File: src/rtl/uart_pkg.sv
// Shared UART definitions: FSM state encoding and default bit period (100 MHz / 115200 baud).
package uart_pkg;

    localparam int UART_CLKS_PER_BIT = 868;

    typedef enum logic [2:0] {
        IDLE       = 3'd0,
        START      = 3'd1,
        DATA       = 3'd2,
        PARITY     = 3'd3,
        STOP       = 3'd4,
        BREAK_WAIT = 3'd5
    } uart_state_e;

endpackage

File: src/rtl/uart_sync.sv
// Two-flop synchronizer for the asynchronous serial line; resets to the idle level (1).
// Latency 2 cycles; no backpressure.
module uart_sync (
    input  logic clk,
    input  logic rst,
    input  logic d_i,
    output logic q_o
);

    logic [1:0] sync_q;

    always_ff @(posedge clk) begin
        if (rst) begin
            sync_q <= 2'b11;
        end else begin
            sync_q <= {sync_q[0], d_i};
        end
    end

    assign q_o = sync_q[1];

endmodule

File: src/rtl/uart_rx.sv
// UART receiver, 8N1 (8E1 with UART_RX_PARITY_EN); rx_done 3 + CLKS_PER_BIT/2 + 9*CLKS_PER_BIT
// cycles after the start edge (+CLKS_PER_BIT with parity). No backpressure: each frame yields one pulse.
module uart_rx
    import uart_pkg::*;
#(
    parameter int CLKS_PER_BIT = UART_CLKS_PER_BIT
) (
    input  logic       clk,
    input  logic       rst,
    input  logic       rx_data_in,
    output logic [7:0] rx_byte,
    output logic       rx_done,
    output logic       rx_active,
    output logic       rx_frame_err,
    output logic       rx_parity_err
);

    localparam int            CW        = (CLKS_PER_BIT > 1) ? $clog2(CLKS_PER_BIT) : 1;
    localparam logic [CW-1:0] HALF_LAST = CW'(CLKS_PER_BIT / 2 - 1);
    localparam logic [CW-1:0] FULL_LAST = CW'(CLKS_PER_BIT - 1);

    logic        rx_s;
    uart_state_e state_q;
    logic [CW-1:0] cnt_q;
    logic [2:0]  bit_idx_q;
    logic [7:0]  shift_q;
    logic [7:0]  rx_byte_q;
    logic        load_q;
    logic        done_q;
    logic        ferr_q;
`ifdef UART_RX_PARITY_EN
    logic        par_ok_q;
    logic        perr_q;
`endif

    uart_sync u_sync (
        .clk (clk),
        .rst (rst),
        .d_i (rx_data_in),
        .q_o (rx_s)
    );

    // A good stop sample only arms load_q; rx_byte and rx_done update one cycle later.
    always_ff @(posedge clk) begin
        if (rst) begin
            state_q   <= IDLE;
            cnt_q     <= '0;
            bit_idx_q <= '0;
            shift_q   <= '0;
            rx_byte_q <= '0;
            load_q    <= 1'b0;
            done_q    <= 1'b0;
            ferr_q    <= 1'b0;
`ifdef UART_RX_PARITY_EN
            par_ok_q  <= 1'b0;
            perr_q    <= 1'b0;
`endif
        end else begin
            done_q <= load_q;
            load_q <= 1'b0;
            ferr_q <= 1'b0;
`ifdef UART_RX_PARITY_EN
            perr_q <= 1'b0;
`endif
            if (load_q) begin
                rx_byte_q <= shift_q;
            end
            cnt_q <= cnt_q + 1'b1;

            case (state_q)
                IDLE: begin
                    cnt_q     <= '0;
                    bit_idx_q <= '0;
                    if (!rx_s) begin
                        state_q <= START;
                    end
                end
                START: begin
                    if (cnt_q == HALF_LAST) begin
                        cnt_q   <= '0;
                        state_q <= rx_s ? IDLE : DATA;
                    end
                end
                DATA: begin
                    if (cnt_q == FULL_LAST) begin
                        cnt_q     <= '0;
                        shift_q   <= {rx_s, shift_q[7:1]};
                        bit_idx_q <= bit_idx_q + 1'b1;
                        if (bit_idx_q == 3'd7) begin
`ifdef UART_RX_PARITY_EN
                            state_q <= PARITY;
`else
                            state_q <= STOP;
`endif
                        end
                    end
                end
`ifdef UART_RX_PARITY_EN
                PARITY: begin
                    if (cnt_q == FULL_LAST) begin
                        cnt_q    <= '0;
                        par_ok_q <= (rx_s == ^shift_q);
                        state_q  <= STOP;
                    end
                end
`endif
                STOP: begin
                    if (cnt_q == FULL_LAST) begin
                        cnt_q <= '0;
                        if (rx_s) begin
`ifdef UART_RX_PARITY_EN
                            if (par_ok_q) begin
                                load_q <= 1'b1;
                            end else begin
                                perr_q <= 1'b1;
                            end
`else
                            load_q <= 1'b1;
`endif
                            state_q <= IDLE;
                        end else begin
                            ferr_q  <= 1'b1;
                            state_q <= BREAK_WAIT;
                        end
                    end
                end
                BREAK_WAIT: begin
                    cnt_q <= '0;
                    if (rx_s) begin
                        state_q <= IDLE;
                    end
                end
                default: begin
                    cnt_q   <= '0;
                    state_q <= IDLE;
                end
            endcase
        end
    end

    assign rx_byte      = rx_byte_q;
    assign rx_done      = done_q;
    assign rx_active    = (state_q != IDLE);
    assign rx_frame_err = ferr_q;
`ifdef UART_RX_PARITY_EN
    assign rx_parity_err = perr_q;
`else
    assign rx_parity_err = 1'b0;
`endif

endmodule

File: config.mk
export PLATFORM = sky130hd
export DESIGN_NAME = uart_rx
export DESIGN_NICKNAME = d
export VERILOG_FILES = /design/src/rtl/uart_pkg.sv /design/src/rtl/uart_sync.sv /design/src/rtl/uart_rx.sv
export SDC_FILE = /design/constraint.sdc
export NUM_CORES = 1
export LEC_CHECK = 0
export BUFFER_PORTS_ARGS = -buffer_cell sky130_fd_sc_hd__clkbuf_2
export CAP_MARGIN = 10
export CORE_MARGIN = 5
export CORE_UTILIZATION = 34
export CTS_CLUSTER_SIZE = 10
export DETAILED_ROUTE_END_ITERATION = 10
export PLACE_DENSITY = 0.54
export SYNTH_ARGS = -nofsm -noshare
export SYNTH_HDL_FRONTEND = slang
export SYNTH_SLANG_ARGS = --single-unit
File: constraint.sdc
create_clock -name clk -period 2.52 [get_ports clk]
set_clock_uncertainty 0.1 [all_clocks]
set_input_delay 0.756 -clock clk [delete_from_list [all_inputs] [get_ports clk]]
set_output_delay 0.756 -clock clk [all_outputs]
set_load 0.05 [all_outputs]
==> results of run 1 <==
## power by group through the flow
stage,clock [uW],combinational (uW),sequential (uW)
3_5_place_dp,0,149,632
3_3_place_gp,0,146,632
5_1_grt,534,163,623
4_1_cts,506,150,619
2_1_floorplan,0,140,619
6_report,488,147,620
## flip-flops by register name (all words and copies together) (netlist names)
| register | cells |
|---|---|
| cnt_q | 10 |
| shift_q | 8 |
| rx_done | 1 |
| load_q | 1 |
| rx_frame_err | 1 |
| bit_idx_q | 3 |
| u_sync.sync_q | 2 |
| rx_byte | 8 |
| state_q | 3 |
## placed cells by master (no fill, tap or decap), types with 3 or more instances in the layout
cell,count
a21oi_1,12
and4_1,3
buf_4,3
clkbuf_2,13
clkbuf_8,5
dfxtp_1,37
ha_1,4
inv_1,3
mux2i_1,11
nand2_1,22
nand2b_1,3
nand3_1,6
nor2_1,25
or2_2,3
xnor2_1,6
xor2_1,3
## layer usage
| layer | vias to the layer above | GRT usage, % |
|---|---|---|
| li1 | 595 | - |
| met1 | 546 | 12.5 |
| met2 | 16 | 16.2 |
| met3 | 7 | 4.81 |
| met4 | 0 | 4.90 |
| met5 | - | 0 |
## layout make-up
class / instances / area [um^2] / share of cell area [%]
clock buffer: 5 / 68.8 / 3.87
clock inverter: 2 / 35.0 / 1.97
inverter: 3 / 11.3 / 0.632
multi-input combinational: 120 / 772 / 43.4
sequential: 37 / 741 / 41.6
tap: 52 / 65.1 / 3.65
timing repair buffer: 16 / 87.6 / 4.92
## how the worst min path moves through the flow
stage                                 from               end  slack [ns]  cells past startpoint
after floorplan           u_sync.sync_q[0]  u_sync.sync_q[1]        0.29                      1
after CTS                 u_sync.sync_q[0]  u_sync.sync_q[1]        0.33                      1
after detailed placement  u_sync.sync_q[0]  u_sync.sync_q[1]        0.31                      1
after global placement    u_sync.sync_q[0]  u_sync.sync_q[1]        0.30                      1
after global routing      u_sync.sync_q[0]  u_sync.sync_q[1]        0.35                      1
final                     u_sync.sync_q[0]  u_sync.sync_q[1]        0.33                      1
## stage by stage
step | hold slack [ns] | instances
floorplan | 0.289 | 171
global placement | 0.301 | 228
detailed placement | 0.305 | 228
CTS | 0.331 | 235
global route | 0.349 | 235
finish | 0.325 | 235
## cell families after synthesis
| family | count (synthesis) | synth area share, % |
|---|---|---|
| AND/OR/NAND/NOR | 77 | 25.3 |
| flip-flops | 37 | 46.8 |
| AO/OA/AOI/OAI | 17 | 7.52 |
| buffers and inverters | 14 | 4.35 |
| multiplexers | 11 | 6.96 |
| XOR/XNOR | 9 | 4.98 |
| adder cells (fa/ha/maj) | 5 | 3.80 |
| other | 1 | 0.237 |
==> results.cfg, run 1 <==
[detailed_routing]
antenna_left = 0
dr_wl_met2_mm = 1.32
wl_met1_mm = 1.28
drt-total-wl_mm = 2.80
first_pass_iters = 4
viasPerCell = 4.95
drc = 0
drt-initial-drc-count = 52
top_layer = met4
wl_per_cell_um = 11.9
vias = 1164
wl_met3_um = 140

[synth]
synth_area_leaders = dfxtp_1 (47%), mux2i_1 (7.0%), nor2_1 (5.9%)
syn_area_um2 = 1580
synth_warnings = 0
async_flop_share_pct = 0
synthFlopType = dfxtp_1
synth_top_cell_area_share_pct = 46.8
synth_top_area_cell = dfxtp_1
yosys.cell_types.count = 34
syn_inst = 171
synth_most_common_cell = dfxtp_1
synth-seq-cells = 37
synth_edf_count = 0
synth_nets = 178
synth_common_cells = dfxtp_1 (37), nor2_1 (25), nand2_1 (22)
synth.avg_cell_area_um2 = 9.25
ys_seq_area_share_pct = 46.8

[placement]
gp_congestion = 0.786
io_buffers = 13
post_dp_cell_area_um2 = 1680
post-place-ws_ns = 0.421
place_hpwl_mm = 2.01

[floorplan]
start_util_pct = 35.6
core.rowCount = 24
dieWidth_um = 78.2
die_area_um2 = 6120
core_area_um2 = 4440
die_h_um = 78.2
pin_count = 15

[layout]
nNetsFinal = 190
area.growth.synth_to_final_pct = 12.6
final_util_pct = 40.1
drive_gt1_share_pct = 17.5
final_cell_area_um2 = 1780
diodes = 0
fill_cells = 463

[sta]
hold_violations = 0
slew_violations = 0
rsz0062_at_grt = false
setup_violations = 0
period_share_pct = 93.5
period_needed_ns = 2.36
fmaxAchievable_mhz = 425
finalSetupTns_ns = 0
fin_ws_ns = 0.165

[setup_path]
cp-end-kind = output pin
path_delay_family = simple AND/OR/NAND/NOR gates
endpoint = rx_active
slowest_delay_ns = 0.51
crit_cells = 2
critPathKind = register to output pin
cp.required_ns = 1.66
cp_cell_sequence = or3_1, clkbuf_2
startpoint = state_q[0]
r2r-end = bit_idx_q[1]
cpMaxStageDelayCell = or3_1
worst_ep_arrival_time_ns = 1.50
cp-start-kind = register
r2r-start = cnt_q[0]
rr_worst_depth = 6
reg2reg_slack_ns = 0.43
path_max_fanout = 13
path_buf_inv = 1

[cts]
tritoncts = yes
ctsResizeCount = 0
cts_setup_buffers = 0
cts_root_buffer = clkbuf_8
clkLatencyLatePin_ns = 0.29
clockBufferDepth = 2
clock_sinks = 37
numCtsBuffers = 5
path_clk_slew_ns = 0.07
h-tree-depth = 2
hold_buffers = 0

[grt]
antenna_found_initial = 0
grt_usage_pct = 10.5
grt_pass1_wl_mm = 5.11
grt_start_max_net_pins = 16
overflow = 0
grt_pass1_vias = 1100

[pwr]
finalPower_uw = 1250
powerDensity_nw_per_um2 = 705
ir_worst_vdd_v = 0.000462
internal-power_uw = 943
p_sw_uw = 312
clkPwrFrac_pct = 38.9
p_sw_share_pct = 24.9
combPwrFrac_pct = 11.7
p_leak_uw = 0.000638
seqPwrFrac_pct = 49.4

[flow_run]
cap_violations = 0

[outcome]
status = finished clean

[hold_path]
hp-class = register to register
No activity file was read; power rests on OpenSTA's default activity.
==> inputs of run 2 (changes only) <==
CORE_ASPECT_RATIO = 0.8   (was not set)
CORE_MARGIN = not set   (was 5)
==> results.cfg, run 2 (synthesis results as in run 1) <==
[detailed_routing]
first_pass_iters = 4
antenna_left = 0
drt-initial-drc-count = 71
drt-total-wl_mm = 2.80
drc = 0
viasPerCell = 4.80
wl_per_cell_um = 11.7
vias = 1152

[cts]
hold_buffers = 0
cts_setup_buffers = 0
clockBufferDepth = 2
path_clk_slew_ns = 0.07
h-tree-depth = 2
clkLatencyLatePin_ns = 0.29
ctsResizeCount = 0
tritoncts = yes
numCtsBuffers = 5
cts_root_buffer = clkbuf_8
clock_sinks = 37

[sta]
rsz0062_at_grt = false
hold_violations = 0
slew_violations = 0
period_share_pct = 93.8
fin_ws_ns = 0.157
setup_violations = 0
fmaxAchievable_mhz = 423
finalSetupTns_ns = 0
period_needed_ns = 2.36

[placement]
gp_congestion = 0.785
post-place-ws_ns = 0.411
place_hpwl_mm = 1.98
io_buffers = 13

[pwr]
ir_worst_vdd_v = 0.000308
p_leak_uw = 0.000627
seqPwrFrac_pct = 52.4
p_sw_uw = 311
clkPwrFrac_pct = 35.0
combPwrFrac_pct = 12.6
p_sw_share_pct = 26.3
powerDensity_nw_per_um2 = 667
internal-power_uw = 871

[floorplan]
pin_count = 15
core.rowCount = 21
start_util_pct = 36.7
die_h_um = 63
dieWidth_um = 78.3
die_area_um2 = 4930
core_area_um2 = 4310

[hold_path]
hp-class = register to register
min_from = u_sync.sync_q[0]
hold_depth = 1

[setup_path]
rr_worst_depth = 6
startpoint = state_q[0]
worst_ep_arrival_time_ns = 1.51
slowest_delay_ns = 0.51
path_buf_inv = 1
r2r-start = cnt_q[0]
cpMaxStageDelayCell = or3_1
cp-start-kind = register
cp-end-kind = output pin
critPathKind = register to output pin
cp.required_ns = 1.66
crit_cells = 2
path_max_fanout = 13
cp_cell_sequence = or3_1, clkbuf_2
path_delay_family = simple AND/OR/NAND/NOR gates

[layout]
drive_gt1_share_pct = 17.5
regMostFlops = cnt_q
multiInputGateArea_um2 = 772
layout_common_cells = dfxtp_1 (37), nor2_1 (25), nand2_1 (22), clkbuf_2 (13), a21oi_1 (12)
area.growth.synth_to_final_pct = 12.1
register_area_um2 = 741
layout_commonest_cell = dfxtp_1
nNetsFinal = 190
diodes = 0
fill_cells = 453
largest_register_ffs = 10

[grt]
met2_usage_pct = 19.6
top_usage_layer = met2
met1_usage_pct = 17.1
antenna_found_initial = 0
grt_start_max_net_pins = 23
overflow = 0
grt_pass1_vias = 1107
grt_usage_pct = 13.4
grt_pass1_wl_mm = 5.06
gr-usage-met3_pct = 3.94

[flow_run]
cap_violations = 0

[outcome]
status = finished clean
## run 2: cell count changes in the layout (fill, tap and decap cells not counted), sizes merged
cell,previous run,this run
clkinvlp,0,1
clkbuf,18,19
bufinv,1,0
clkinv,1,0
## run 2: worst paths after layout
| check | endpoint | slack (ns) |
|---|---|---|
| hold reg to reg | u_sync.sync_q[1] | 0.32 |
| hold / removal | u_sync.sync_q[1] | 0.32 |
| setup / recovery | rx_active | 0.16 |
| setup reg to reg | bit_idx_q[2] | 0.43 |
## run 2: cell type report
| cell class | instances | area share (%) |
|---|---|---|
| clock buffers | 6 | 4.66 |
| clock inverters | 1 | 0.423 |
| inverters | 3 | 0.635 |
| multi-input cells | 120 | 43.5 |
| flip-flops and latches | 37 | 41.8 |
| well taps | 57 | 4.02 |
| repair buffers | 16 | 4.94 |
## run 2: through the flow
stage / util, % / instance area, um^2 / hold slack [ns] / std cells / total power, uW
floorplan: - / 1580 / 0.289 / 171 / 759
finish: 41.1 / 1770 / 0.318 / 240 / 1180
detailed placement: 39.1 / 1680 / 0.304 / 233 / 783
global placement: 39.1 / 1680 / 0.298 / 233 / 779
global route: 41.1 / 1770 / 0.355 / 240 / 1250
CTS: 41.1 / 1770 / 0.322 / 240 / 1200
## run 2: metal layers
metal  part of all wire (%)  wire length (um)
met5                      0                 0
met2                     41              1160
met4                    2.6                74
met1                     53              1470
met3                    3.4                94
## run 2: power groups by stage
| stage | clock [uW] | sequential, uW | combinational, uW |
|---|---|---|---|
| after floorplan | 0 | 619 | 140 |
| after global placement | 0 | 631 | 148 |
| after detailed placement | 0 | 633 | 151 |
| after CTS | 431 | 619 | 151 |
| after global routing | 463 | 623 | 162 |
| final | 414 | 620 | 149 |
